==> src/rtl/checkers_engine.sv <==
// Checkers move engine: owns the board, evaluates legal moves for a selected piece and
// applies steps and jumps with multi-jump continuation, promotion and win detection.
module checkers_engine #(
    parameter int BOARD_DIM = 8,
    parameter int INIT_ROWS = 3,
    localparam int CW = $clog2(BOARD_DIM),
    localparam int LW = 2 * CW,
    localparam int SW = 2 + LW,
    localparam int NC = BOARD_DIM * BOARD_DIM
) (
    input  logic              clk,
    input  logic              rst,
    input  logic              sel_valid,
    input  logic [LW-1:0]     sel_loc,
    input  logic              ld_en,
    input  logic [LW-1:0]     ld_loc,
    input  logic [2:0]        ld_cell,
    output logic [4*SW-1:0]   legal_move,
    output logic [3*NC-1:0]   serialized_board,
    output logic              turn,
    output logic [LW-1:0]     red_count,
    output logic [LW-1:0]     white_count,
    output logic              busy,
    output logic              reject,
    output logic              game_over,
    output logic              winner
);

    localparam int IW = $clog2(NC);
    localparam logic [LW-1:0] INIT_COUNT = LW'(INIT_ROWS * BOARD_DIM / 2);

    typedef enum logic [2:0] {
        IDLE,
        EVAL,
        WAIT_DEST,
        APPLY,
        EVAL_CONT,
        SWITCH,
        DONE
    } state_t;

    state_t           state_q;
    logic [2:0]       cells_q [NC];
    logic [LW-1:0]    src_q;
    logic [LW-1:0]    dst_q;
    logic             mvJump_q;
    logic             cont_q;
    logic             turn_q;
    logic             reject_q;
    logic             gameOver_q;
    logic             winner_q;
    logic [4*SW-1:0]  legal_q;
    logic [LW-1:0]    redCnt_q;
    logic [LW-1:0]    whiteCnt_q;

    logic [2:0]       srcCell;
    logic [4*SW-1:0]  evalAll_d;
    logic [4*SW-1:0]  evalJump_d;
    logic             anyAll;
    logic             anyJump;
    logic             destHit;
    logic             destJump;
    logic [CW-1:0]    srcX;
    logic [CW-1:0]    srcY;
    logic [CW-1:0]    dstX;
    logic [CW-1:0]    dstY;
    logic [CW-1:0]    midX;
    logic [CW-1:0]    midY;
    logic             promote;
    logic             ldOnBoard;
    logic [2:0]       ldOld;
    logic [LW-1:0]    redLd_d;
    logic [LW-1:0]    whiteLd_d;
    logic [2:0]       selCell;
    logic             selOwn;

    // Cell {x,y} lives at x*BOARD_DIM+y, which is the plain concatenation for power-of-two boards.
    function automatic logic [IW-1:0] cellIdx(input logic [CW-1:0] x, input logic [CW-1:0] y);
        return IW'(int'(x) * BOARD_DIM + int'(y));
    endfunction

    function automatic logic onBoard(input logic [LW-1:0] loc);
        return (int'(loc[LW-1:CW]) < BOARD_DIM) && (int'(loc[CW-1:0]) < BOARD_DIM);
    endfunction

    function automatic logic [2:0] initCell(input int x, input int y);
        if ((x + y) % 2 == 0) return 3'b000;
        if (y < INIT_ROWS) return 3'b110;
        if (y >= BOARD_DIM - INIT_ROWS) return 3'b100;
        return 3'b000;
    endfunction

    assign srcX = src_q[LW-1:CW];
    assign srcY = src_q[CW-1:0];
    assign dstX = dst_q[LW-1:CW];
    assign dstY = dst_q[CW-1:0];
    assign srcCell = cells_q[cellIdx(srcX, srcY)];

    // Slots 0/1 move towards +y (red men), 2/3 towards -y (white men); kings use all four.
    always_comb begin : evalComb
        logic [CW-1:0] nx, ny, jx, jy;
        logic          xNeg, yPos, nearIn, farIn, allowed, stepOk, jumpOk;
        logic [2:0]    nearCell, farCell;
        nx = '0; ny = '0; jx = '0; jy = '0;
        xNeg = 1'b0; yPos = 1'b0; nearIn = 1'b0; farIn = 1'b0;
        allowed = 1'b0; stepOk = 1'b0; jumpOk = 1'b0;
        nearCell = 3'b000; farCell = 3'b000;
        evalAll_d = '0;
        evalJump_d = '0;
        anyAll = 1'b0;
        anyJump = 1'b0;
        for (int k = 0; k < 4; k++) begin
            xNeg = (k == 0) || (k == 2);
            yPos = (k < 2);
            nearIn = (xNeg ? (int'(srcX) >= 1) : (int'(srcX) <= BOARD_DIM - 2)) &&
                     (yPos ? (int'(srcY) <= BOARD_DIM - 2) : (int'(srcY) >= 1));
            farIn  = (xNeg ? (int'(srcX) >= 2) : (int'(srcX) <= BOARD_DIM - 3)) &&
                     (yPos ? (int'(srcY) <= BOARD_DIM - 3) : (int'(srcY) >= 2));
            nx = xNeg ? srcX - CW'(1) : srcX + CW'(1);
            ny = yPos ? srcY + CW'(1) : srcY - CW'(1);
            jx = xNeg ? srcX - CW'(2) : srcX + CW'(2);
            jy = yPos ? srcY + CW'(2) : srcY - CW'(2);
            nearCell = nearIn ? cells_q[cellIdx(nx, ny)] : 3'b000;
            farCell = farIn ? cells_q[cellIdx(jx, jy)] : 3'b000;
            allowed = srcCell[2] && (srcCell[0] || (srcCell[1] ? yPos : !yPos));
            stepOk = allowed && nearIn && !nearCell[2];
            jumpOk = allowed && farIn && nearCell[2] && (nearCell[1] != srcCell[1]) && !farCell[2];
            if (jumpOk) begin
                evalAll_d[k*SW +: SW] = {2'b11, jx, jy};
                evalJump_d[k*SW +: SW] = {2'b11, jx, jy};
            end else if (stepOk) begin
                evalAll_d[k*SW +: SW] = {2'b10, nx, ny};
            end
            anyAll = anyAll | jumpOk | stepOk;
            anyJump = anyJump | jumpOk;
        end
    end

    always_comb begin : matchComb
        destHit = 1'b0;
        destJump = 1'b0;
        for (int k = 0; k < 4; k++) begin
            if (legal_q[k*SW + SW - 1] && (legal_q[k*SW +: LW] == sel_loc)) begin
                destHit = 1'b1;
                destJump = legal_q[k*SW + LW];
            end
        end
    end

    always_comb begin : applyComb
        midX = CW'(({1'b0, srcX} + {1'b0, dstX}) >> 1);
        midY = CW'(({1'b0, srcY} + {1'b0, dstY}) >> 1);
        promote = !srcCell[0] && (srcCell[1] ? (int'(dstY) == BOARD_DIM - 1) : (dstY == '0));
    end

    // A debug load adjusts the counts by the difference between the old and new cell.
    always_comb begin : loadComb
        ldOnBoard = onBoard(ld_loc);
        ldOld = ldOnBoard ? cells_q[cellIdx(ld_loc[LW-1:CW], ld_loc[CW-1:0])] : 3'b000;
        redLd_d = redCnt_q - LW'(ldOld[2] & ldOld[1]) + LW'(ld_cell[2] & ld_cell[1]);
        whiteLd_d = whiteCnt_q - LW'(ldOld[2] & !ldOld[1]) + LW'(ld_cell[2] & !ld_cell[1]);
        selCell = onBoard(sel_loc) ? cells_q[cellIdx(sel_loc[LW-1:CW], sel_loc[CW-1:0])] : 3'b000;
        selOwn = selCell[2] && (selCell[1] == turn_q);
    end

    always_ff @(posedge clk) begin
        if (!rst) begin
            state_q    <= IDLE;
            turn_q     <= 1'b1;
            legal_q    <= '0;
            reject_q   <= 1'b0;
            gameOver_q <= 1'b0;
            winner_q   <= 1'b0;
            cont_q     <= 1'b0;
            mvJump_q   <= 1'b0;
            src_q      <= '0;
            dst_q      <= '0;
            redCnt_q   <= INIT_COUNT;
            whiteCnt_q <= INIT_COUNT;
            for (int x = 0; x < BOARD_DIM; x++) begin
                for (int y = 0; y < BOARD_DIM; y++) begin
                    cells_q[cellIdx(CW'(x), CW'(y))] <= initCell(x, y);
                end
            end
        end else begin
            reject_q <= 1'b0;
            case (state_q)
                IDLE: begin
                    if (ld_en) begin
                        if (ldOnBoard) begin
                            cells_q[cellIdx(ld_loc[LW-1:CW], ld_loc[CW-1:0])] <= ld_cell;
                            redCnt_q   <= redLd_d;
                            whiteCnt_q <= whiteLd_d;
                        end
                    end else if (sel_valid) begin
                        if (selOwn) begin
                            src_q   <= sel_loc;
                            state_q <= EVAL;
                        end else begin
                            reject_q <= 1'b1;
                        end
                    end
                end
                EVAL: begin
                    legal_q <= evalAll_d;
                    if (anyAll) begin
                        state_q <= WAIT_DEST;
                    end else begin
                        reject_q <= 1'b1;
                        state_q  <= IDLE;
                    end
                end
                WAIT_DEST: begin
                    if (sel_valid) begin
                        if ((sel_loc == src_q) && !cont_q) begin
                            legal_q <= '0;
                            state_q <= IDLE;
                        end else if (destHit) begin
                            dst_q    <= sel_loc;
                            mvJump_q <= destJump;
                            state_q  <= APPLY;
                        end else begin
                            reject_q <= 1'b1;
                        end
                    end
                end
                APPLY: begin
                    cells_q[cellIdx(dstX, dstY)] <= promote ? (srcCell | 3'b001) : srcCell;
                    cells_q[cellIdx(srcX, srcY)] <= 3'b000;
                    if (mvJump_q) begin
                        cells_q[cellIdx(midX, midY)] <= 3'b000;
                        if (turn_q) whiteCnt_q <= whiteCnt_q - LW'(1);
                        else        redCnt_q   <= redCnt_q - LW'(1);
                    end
                    // A capture that crowns the piece ends the turn; otherwise look for another capture.
                    if (mvJump_q && !promote) begin
                        src_q   <= dst_q;
                        state_q <= EVAL_CONT;
                    end else begin
                        state_q <= SWITCH;
                    end
                end
                EVAL_CONT: begin
                    legal_q <= evalJump_d;
                    if (anyJump) begin
                        cont_q  <= 1'b1;
                        state_q <= WAIT_DEST;
                    end else begin
                        state_q <= SWITCH;
                    end
                end
                SWITCH: begin
                    legal_q <= '0;
                    cont_q  <= 1'b0;
                    if ((turn_q ? whiteCnt_q : redCnt_q) == '0) begin
                        gameOver_q <= 1'b1;
                        winner_q   <= turn_q;
                        state_q    <= DONE;
                    end else begin
                        turn_q  <= !turn_q;
                        state_q <= IDLE;
                    end
                end
                DONE: begin
                    if (sel_valid) reject_q <= 1'b1;
                end
                default: state_q <= IDLE;
            endcase
        end
    end

    always_comb begin : serializeComb
        serialized_board = '0;
        for (int i = 0; i < NC; i++) begin
            serialized_board[3*i +: 3] = cells_q[i];
        end
    end

    assign legal_move  = legal_q;
    assign turn        = turn_q;
    assign red_count   = redCnt_q;
    assign white_count = whiteCnt_q;
    assign busy        = (state_q != IDLE) && (state_q != WAIT_DEST);
    assign reject      = reject_q;
    assign game_over   = gameOver_q;
    assign winner      = winner_q;

endmodule

==> config.mk <==
export PLATFORM = sky130hd
export DESIGN_NAME = checkers_engine
export DESIGN_NICKNAME = d
export VERILOG_FILES = /design/src/rtl/checkers_engine.sv
export SDC_FILE = /design/constraint.sdc
export NUM_CORES = 1
export LEC_CHECK = 0
export CORE_UTILIZATION = 40
export DETAILED_ROUTE_END_ITERATION = 12
export SETUP_SLACK_MARGIN = 0.1
export SYNTH_ARGS = -nofsm -noshare
export SYNTH_HDL_FRONTEND = slang
export SYNTH_SLANG_ARGS = --single-unit
export TNS_END_PERCENT = 10
==> constraint.sdc <==
create_clock -name clk -period 11.18 [get_ports clk]
set_clock_uncertainty 0.15 [all_clocks]
set_input_delay 2.795 -clock clk [delete_from_list [all_inputs] [get_ports clk]]
set_output_delay 2.795 -clock clk [all_outputs]
set_load 0.1 [all_outputs]
==> results of run 1 <==
worst max-delay path, cell delays in order:
cell and delay (ps):
buf_2 840, mux4_2 630, mux4_2 500, mux4_2 540, and2_1 210, ha_1 270, inv_1 60, ha_1 150
inv_1 60, fa_1 430, nor2_1 110, nor2_1 50, nor2_1 90, or3_1 110, a21oi_1 60, a41oi_1 190
o21ai_0 90, and2_1 160
power by group through the flow:
| stage | Clock, W | Combinational, W | Sequential [W] |
|---|---|---|---|
| CTS | 0.00108 | 0.000409 | 0.000947 |
| floorplan | 0 | 0.000229 | 0.00104 |
| finish | 0.00108 | 0.000416 | 0.000948 |
| detailed placement | 0 | 0.000408 | 0.000968 |
| global placement | 0 | 0.000403 | 0.000967 |
| global route | 0.00112 | 0.000438 | 0.000949 |
per-stage QoR:
stage	power (W)	instances	hold WS [ps]	setup slack, ps
floorplan	0.00127	2171	322	3920
detailed placement	0.00138	2970	312	3540
CTS	0.00244	3026	327	4170
global route	0.00250	3026	343	3770
finish	0.00244	3026	319	4170
global placement	0.00137	2970	300	3610
layer usage:
layer  up-vias  wire length, um  part of all wire  track usage
met5         -               51           0.00055            0
met4         4             6430             0.070        0.216
met3       364            12500              0.14        0.117
met2      1670            39400              0.43        0.529
met1     10035            33700              0.37        0.448
li1       8638                -                 -            -
area by class of cell:
cell class / instances / share of cell area
well taps: 664 / 0.0345
multi-input cells: 1693 / 0.577
flip-flops and latches: 257 / 0.214
clock buffers: 42 / 0.0374
clock inverters: 14 / 0.00739
repair buffers: 300 / 0.120
inverters: 56 / 0.00874
cell usage after synthesis (5+ instances only):
library cell,count,area (um2)
buf_1,23,86.3
xor2_1,26,228
nand2_1,165,619
buf_2,24,120
a211oi_1,18,135
mux2_2,14,158
o21ai_0,31,155
a31oi_1,152,951
xnor2_1,33,289
a21oi_1,40,200
and2_1,15,93.8
a41oi_1,5,43.8
buf_4,16,120
nor3b_1,20,150
nor4_1,15,93.8
nor3_1,17,85.1
and3b_1,7,61.3
and4_1,10,87.6
nor2_1,386,1450
a21boi_0,5,37.5
dfxtp_1,257,5140
o22ai_1,73,457
a2111oi_0,5,43.8
o211a_1,8,80.1
nand3_1,109,546
mux4_2,228,5130
nand2b_1,10,62.6
o211ai_1,7,52.6
nor2b_1,49,307
a22o_1,5,43.8
a311oi_1,22,193
a21o_1,7,52.6
clkbuf_1,100,375
a221oi_1,5,43.8
nand4_1,14,87.6
a22oi_1,37,278
inv_1,52,195
mux2i_1,56,561
o21a_1,6,45.0
ha_1,42,526
or3_1,6,37.5
state kept, by name, indices dropped and copies added (netlist names), 3 cells and up:
register     flops
cells_q        192
white_count      6
red_count        6
src_q            6
legal_move      32
state_q          3
dst_q            6
cells by family after synthesis:
logic type,Yosys count,share of synthesized area
and+or+nand+nor,840,0.193
AOI/OAI and AO/OA,449,0.151
muxes,299,0.295
DFF,257,0.258
buffers and inverters,221,0.0469
xor gates and xnor gates,59,0.0260
adders and majority gates,46,0.0304
how the worst min path moves through the flow:
stage,start,to,slack [ps],depth (start not counted)
6_report,game_over,game_over,320,1
3_5_place_dp,game_over,game_over,310,1
3_3_place_gp,game_over,game_over,300,1
5_1_grt,game_over,game_over,340,1
2_1_floorplan,cont_q,cont_q,320,1
4_1_cts,game_over,game_over,330,1
==> reports/metrics.csv, run 1 <==
stage,metric,value,unit
setup_path,reg-to-reg setup timing slack,5070,ps
grt,total gr overflow,0,
clock_tree,clock sinks,257,
setup_path,Worst Setup EP,red_count[4],
route,Iter 0 DRT Violations,2739,
sta,worst slew pin tran,1230,ps
die,Ports,260,
logic_synthesis,Synth Cell Area,19900,um2
layout,final core occ,0.490,
layout,# fillers,4620,
die,Core Rows,81,
logic_synthesis,Post-synth EDFFs,0,
logic_synthesis,Synth Instances,2171,
pwr,Gate power share,0.170,
logic_synthesis,register area share after synthesis,0.258,
setup_path,CP Launch Type,input port,
layout,Antenna Cells,0,
clock_tree,CTS tree,built,
setup_path,Worst Path Required,11530,ps
grt,GRT Overall Usage,0.356,
clock_tree,CTS-repair resized insts,0,
clock_tree,Worst-Skew Late Latency,610,ps
sta,RSZ-0062 raised after global routing,no,
flow_run,maxcap violations,0,
pwr,Seq pwr share,0.388,
clock_tree,root buf cell,clkbuf_16,
route,drt pass-1 iters,7,
clock_tree,CTS H-tree depth,1,
logic_synthesis,Post-synth ARST share,0,
die,Die Wd,225,um
setup_path,r2r endpoint,cont_q,
grt,vias in the first global route,19359,
setup_path,CP Launch Point,ld_loc[0],
layout,share of layout cells above drive strength 1,0.153,
sta,Max Clock Freq,143,MHz
layout,Syn-to-layout area delta,20.8,%
sta,min Tclk post-route,7010,ps
outcome,status,"finished, final reports clean",
sta,period utilisation layout,0.627,
placement,RD Place Congestion,1.01,
route,drt wl/cell,30.5,um
route,ANT nets after route,0,
sta,slew margin rel.,0.179,
logic_synthesis,Synth Area per Inst,9.17,um2
pwr,clock share of power,0.441,
logic_synthesis,Syn. warnings,0,
sta,fin. max-slew vios,0,
grt,first-pass GRT wire length,133,mm
sta,sum of negative setup slack,0,ps
logic_synthesis,most used flip-flop cell after synthesis,dfxtp_1,
pwr,PwrDens,101,nW/um2
die,CORE AREA,49100,um2
placement,dpl cell area,23000,um2
hold_path,Min-Delay Path Class,flop to flop,
layout,"Design Area, Final",24100,um2
route,Post-route DRC,0,
clock_tree,CTS max path bufs,3,
clock_tree,number of buffers inserted by hold repair at cts,0,
layout,Layout Nets,2404,
die,Initial Utilization,0.406,
layout,"commonest cells after routing, fill and taps aside","nor2_1, clkdlybuf4s50_1, dfxtp_1",
die,Die Ht,225,um
clock_tree,"Clk pin slew, worst setup/hold paths",60,ps
route,drt total wl,92.1,mm
pwr,Peak VDD IR,106,uV
route,drt via density,6.84,
die,die area,50700,um2
grt,largest net degree at the start of global routing,104,
clock_tree,postcts setup bufs,0,
setup_path,Reg-to-Reg Start,src_q[1],
setup_path,CP Capture Type,flop,
layout,area of the multi-input gates,13900,um2
pwr,sw frac,0.302,
pwr,Int Pwr,0.00170,W
logic_synthesis,syn nets,2236,
layout,"commonest non-fill, non-tap cell in the layout",nor2_1,
logic_synthesis,synthesized flop and latch total,257,
setup_path,crit path DAT,7350,ps
pwr,Pleak,8.69,nW
route,vias,20711,
sta,Final Setup Violations,0,
logic_synthesis,Netlist cell types,70,
clock_tree,CTS Buf Count,31,
placement,PortBufs,259,
setup_path,R2R cell count,12,
setup_path,Critical Path Fanout Max,35,
sta,Final Hold Fails,0,
pwr,P_sw,0.000737,W
layout,register area,5150,um2
placement,DP HPWL,65.0,mm
setup_path,Crit Path Category,input port to flop,
grt,initial antenna violation count,1,
(Power assumes the default switching activity.)
==> run 2, diff against run 1 <==
==> constraint.sdc (replaced) <==
create_clock -name clk -period 6.1 [get_ports clk]
set_clock_uncertainty 0.15 [all_clocks]
set_input_delay 1.525 -clock clk [delete_from_list [all_inputs] [get_ports clk]]
set_output_delay 1.525 -clock clk [all_outputs]
set_load 0.1 [all_outputs]
==> run 2 against run 1 <==
Against the previous run:
- total power grew 85%
- count of clock-buffer cells in the layout shrank 2
- flip-flop and latch count is the same
- non-clock buffer count grew 35
- routed wire length grew 2.8%
- highest routed layer is now met4
- die area is the same
- final cell count grew 1.4%
- critical path depth grew 1
==> reports/metrics.csv, run 2 (same netlist as run 1, synthesis figures left out) <==
stage,metric,value,unit
outcome,status,"finished, final reports clean",
die,die area,50700,um2
route,vias,21007,
grt,total gr overflow,0,
setup_path,CP Capture Type,flop,
flow_run,maxcap violations,0,
sta,Max Clock Freq,191,MHz
setup_path,R2R cell count,14,
setup_path,CP Launch Type,input port,
placement,PortBufs,259,
layout,share of layout cells above drive strength 1,0.167,
clock_tree,CTS-repair resized insts,0,
setup_path,Reg-to-Reg Start,src_q[0],
grt,GRT Overall Usage,0.366,
setup_path,Crit path buffers/inverters,3,
setup_path,CP most frequent cell,nor2_1,
clock_tree,postcts setup bufs,0,
layout,Syn-to-layout area delta,22.6,%
setup_path,Crit path largest cell delay,550,ps
grt,vias in the first global route,19396,
setup_path,reg-to-reg setup timing slack,950,ps
setup_path,Worst Setup EP,white_count[5],
setup_path,Worst path depth,19,
layout,most flop-heavy register,cells_q,
grt,busiest grt layer,met2,
clock_tree,"Clk pin slew, worst setup/hold paths",60,ps
layout,Layout Nets,2439,
die,Core Rows,81,
setup_path,worst path cell trace,buf_2 -> buf_12 -> mux4_2 -> mux4_2 -> mux4_2 -> nor2b_1 -> ha_1 -> inv_1 -> ha_1 -> a21oi_1 -> nor2_1 -> nor2_1 -> nor2_1 -> nor2_1 -> o21bai_1 -> xnor2_1 -> a211oi_1 -> xor2_1 -> and2_1,
grt,met3 GRT Util,0.0967,
route,drt wl/cell,30.9,um
route,drt pass-1 iters,6,
setup_path,Crit-path slowest cell,mux4_2,
grt,initial antenna violation count,3,
clock_tree,clock sinks,257,
layout,Largest register FFs,192,
route,Iter 0 DRT Violations,3026,
route,drt via density,6.85,
grt,largest net degree at the start of global routing,90,
sta,Fin Hold WS,319,ps
setup_path,Crit Path Category,input port to flop,
pwr,PwrDens,185,nW/um2
sta,sum of negative setup slack,0,ps
die,CORE AREA,49100,um2
grt,met2 usage,0.551,
pwr,Peak VDD IR,170,uV
setup_path,Critical Path Fanout Max,35,
layout,area of the multi-input gates,13900,um2
grt,GR met1 Demand/Resource,0.478,
grt,first-pass GRT wire length,137,mm
layout,# fillers,4592,
sta,fin. max-slew vios,0,
setup_path,r2r endpoint,cont_q,
setup_path,Worst Path Required,6440,ps
sta,Final Setup Violations,0,
clock_tree,number of buffers inserted by hold repair at cts,0,
clock_tree,CTS H-tree depth,1,
sta,Final Hold Fails,0,
sta,worst slew pin tran,1190,ps
clock_tree,CTS max path bufs,3,
layout,"commonest non-fill, non-tap cell in the layout",nor2_1,
setup_path,CP Launch Point,ld_loc[0],
die,Ports,260,
die,Die Wd,225,um
clock_tree,root buf cell,clkbuf_16,
pwr,Pleak,8.91,nW
sta,slew margin rel.,0.201,
layout,"commonest cells after routing, fill and taps aside","nor2_1, clkdlybuf4s50_1, dfxtp_1",
sta,RSZ-0062 raised after global routing,no,
layout,register area,5150,um2
clock_tree,CTS Buf Count,31,
clock_tree,Worst-Skew Late Latency,600,ps
die,Die Ht,225,um
hold_path,Min-Delay Path Class,flop to flop,
placement,RD Place Congestion,1.01,
route,drt total wl,94.7,mm
sta,min Tclk post-route,5220,ps
clock_tree,CTS tree,built,
placement,DP HPWL,67.9,mm
setup_path,crit path DAT,5560,ps
route,Post-route DRC,0,
sta,period utilisation layout,0.856,
die,Initial Utilization,0.406,
setup_path,"CP delay by family, top",multiplexers,
route,ANT nets after route,0,
run 2: final cells by class:
class	instances	area share
antenna	4	0.000410
clock buffer	40	0.0365
clock inverter	18	0.00861
inverter	56	0.00861
multi-input combinational	1693	0.569
sequential	257	0.211
tap	664	0.0340
timing repair buffer	335	0.132
run 2: worst register-to-register path, stage by stage (launching register included):
cell      delay (ps)
dfxtp_4          730
clkinv_1         260
ha_4             660
buf_4            310
mux4_2           360
nand3_1          100
and4_1           400
nor3_1            80
nor3_1           530
mux2i_1          160
buf_4            180
and2_1           230
or4_4            480
and3_1           210
o211a_1          190
run 2: metrics by stage:
stage / setup slack, ps / cells / instance area, um2 / utilization / total power [W]
detailed placement: 306 / 3005 / 23300 / 0.475 / 0.00254
finish: 878 / 3067 / 24400 / 0.498 / 0.00452
floorplan: 108 / 2171 / 19900 / - / 0.00232
global route: 651 / 3063 / 24400 / 0.497 / 0.00464
global placement: 326 / 3005 / 23300 / 0.475 / 0.00253
CTS: 928 / 3063 / 24400 / 0.497 / 0.00451
run 2: worst min-delay path by stage:
stage          startpoint        end  cells after the start
6_report        game_over  game_over                      1
5_1_grt         game_over  game_over                      1
4_1_cts         game_over  game_over                      1
3_5_place_dp    game_over  game_over                      1
3_3_place_gp    game_over  game_over                      1
2_1_floorplan      cont_q     cont_q                      1
run 2: layer usage:
layer,vias to the layer above,share of wire
met5,-,0
met4,0,0.062
met3,331,0.13
met2,1654,0.44
met1,10318,0.37
li1,8704,-
run 2: power by group:
| part | switching, W | total, W | leakage (nW) | internal [W] |
|---|---|---|---|---|
| Sequential | 0.0000362 | 0.00173 | 2.08 | 0.00170 |
| Clock | 0.000801 | 0.00200 | 0.555 | 0.00120 |
| Combinational | 0.000507 | 0.000781 | 6.28 | 0.000274 |
| Total | 0.00134 | 0.00452 | 8.91 | 0.00317 |
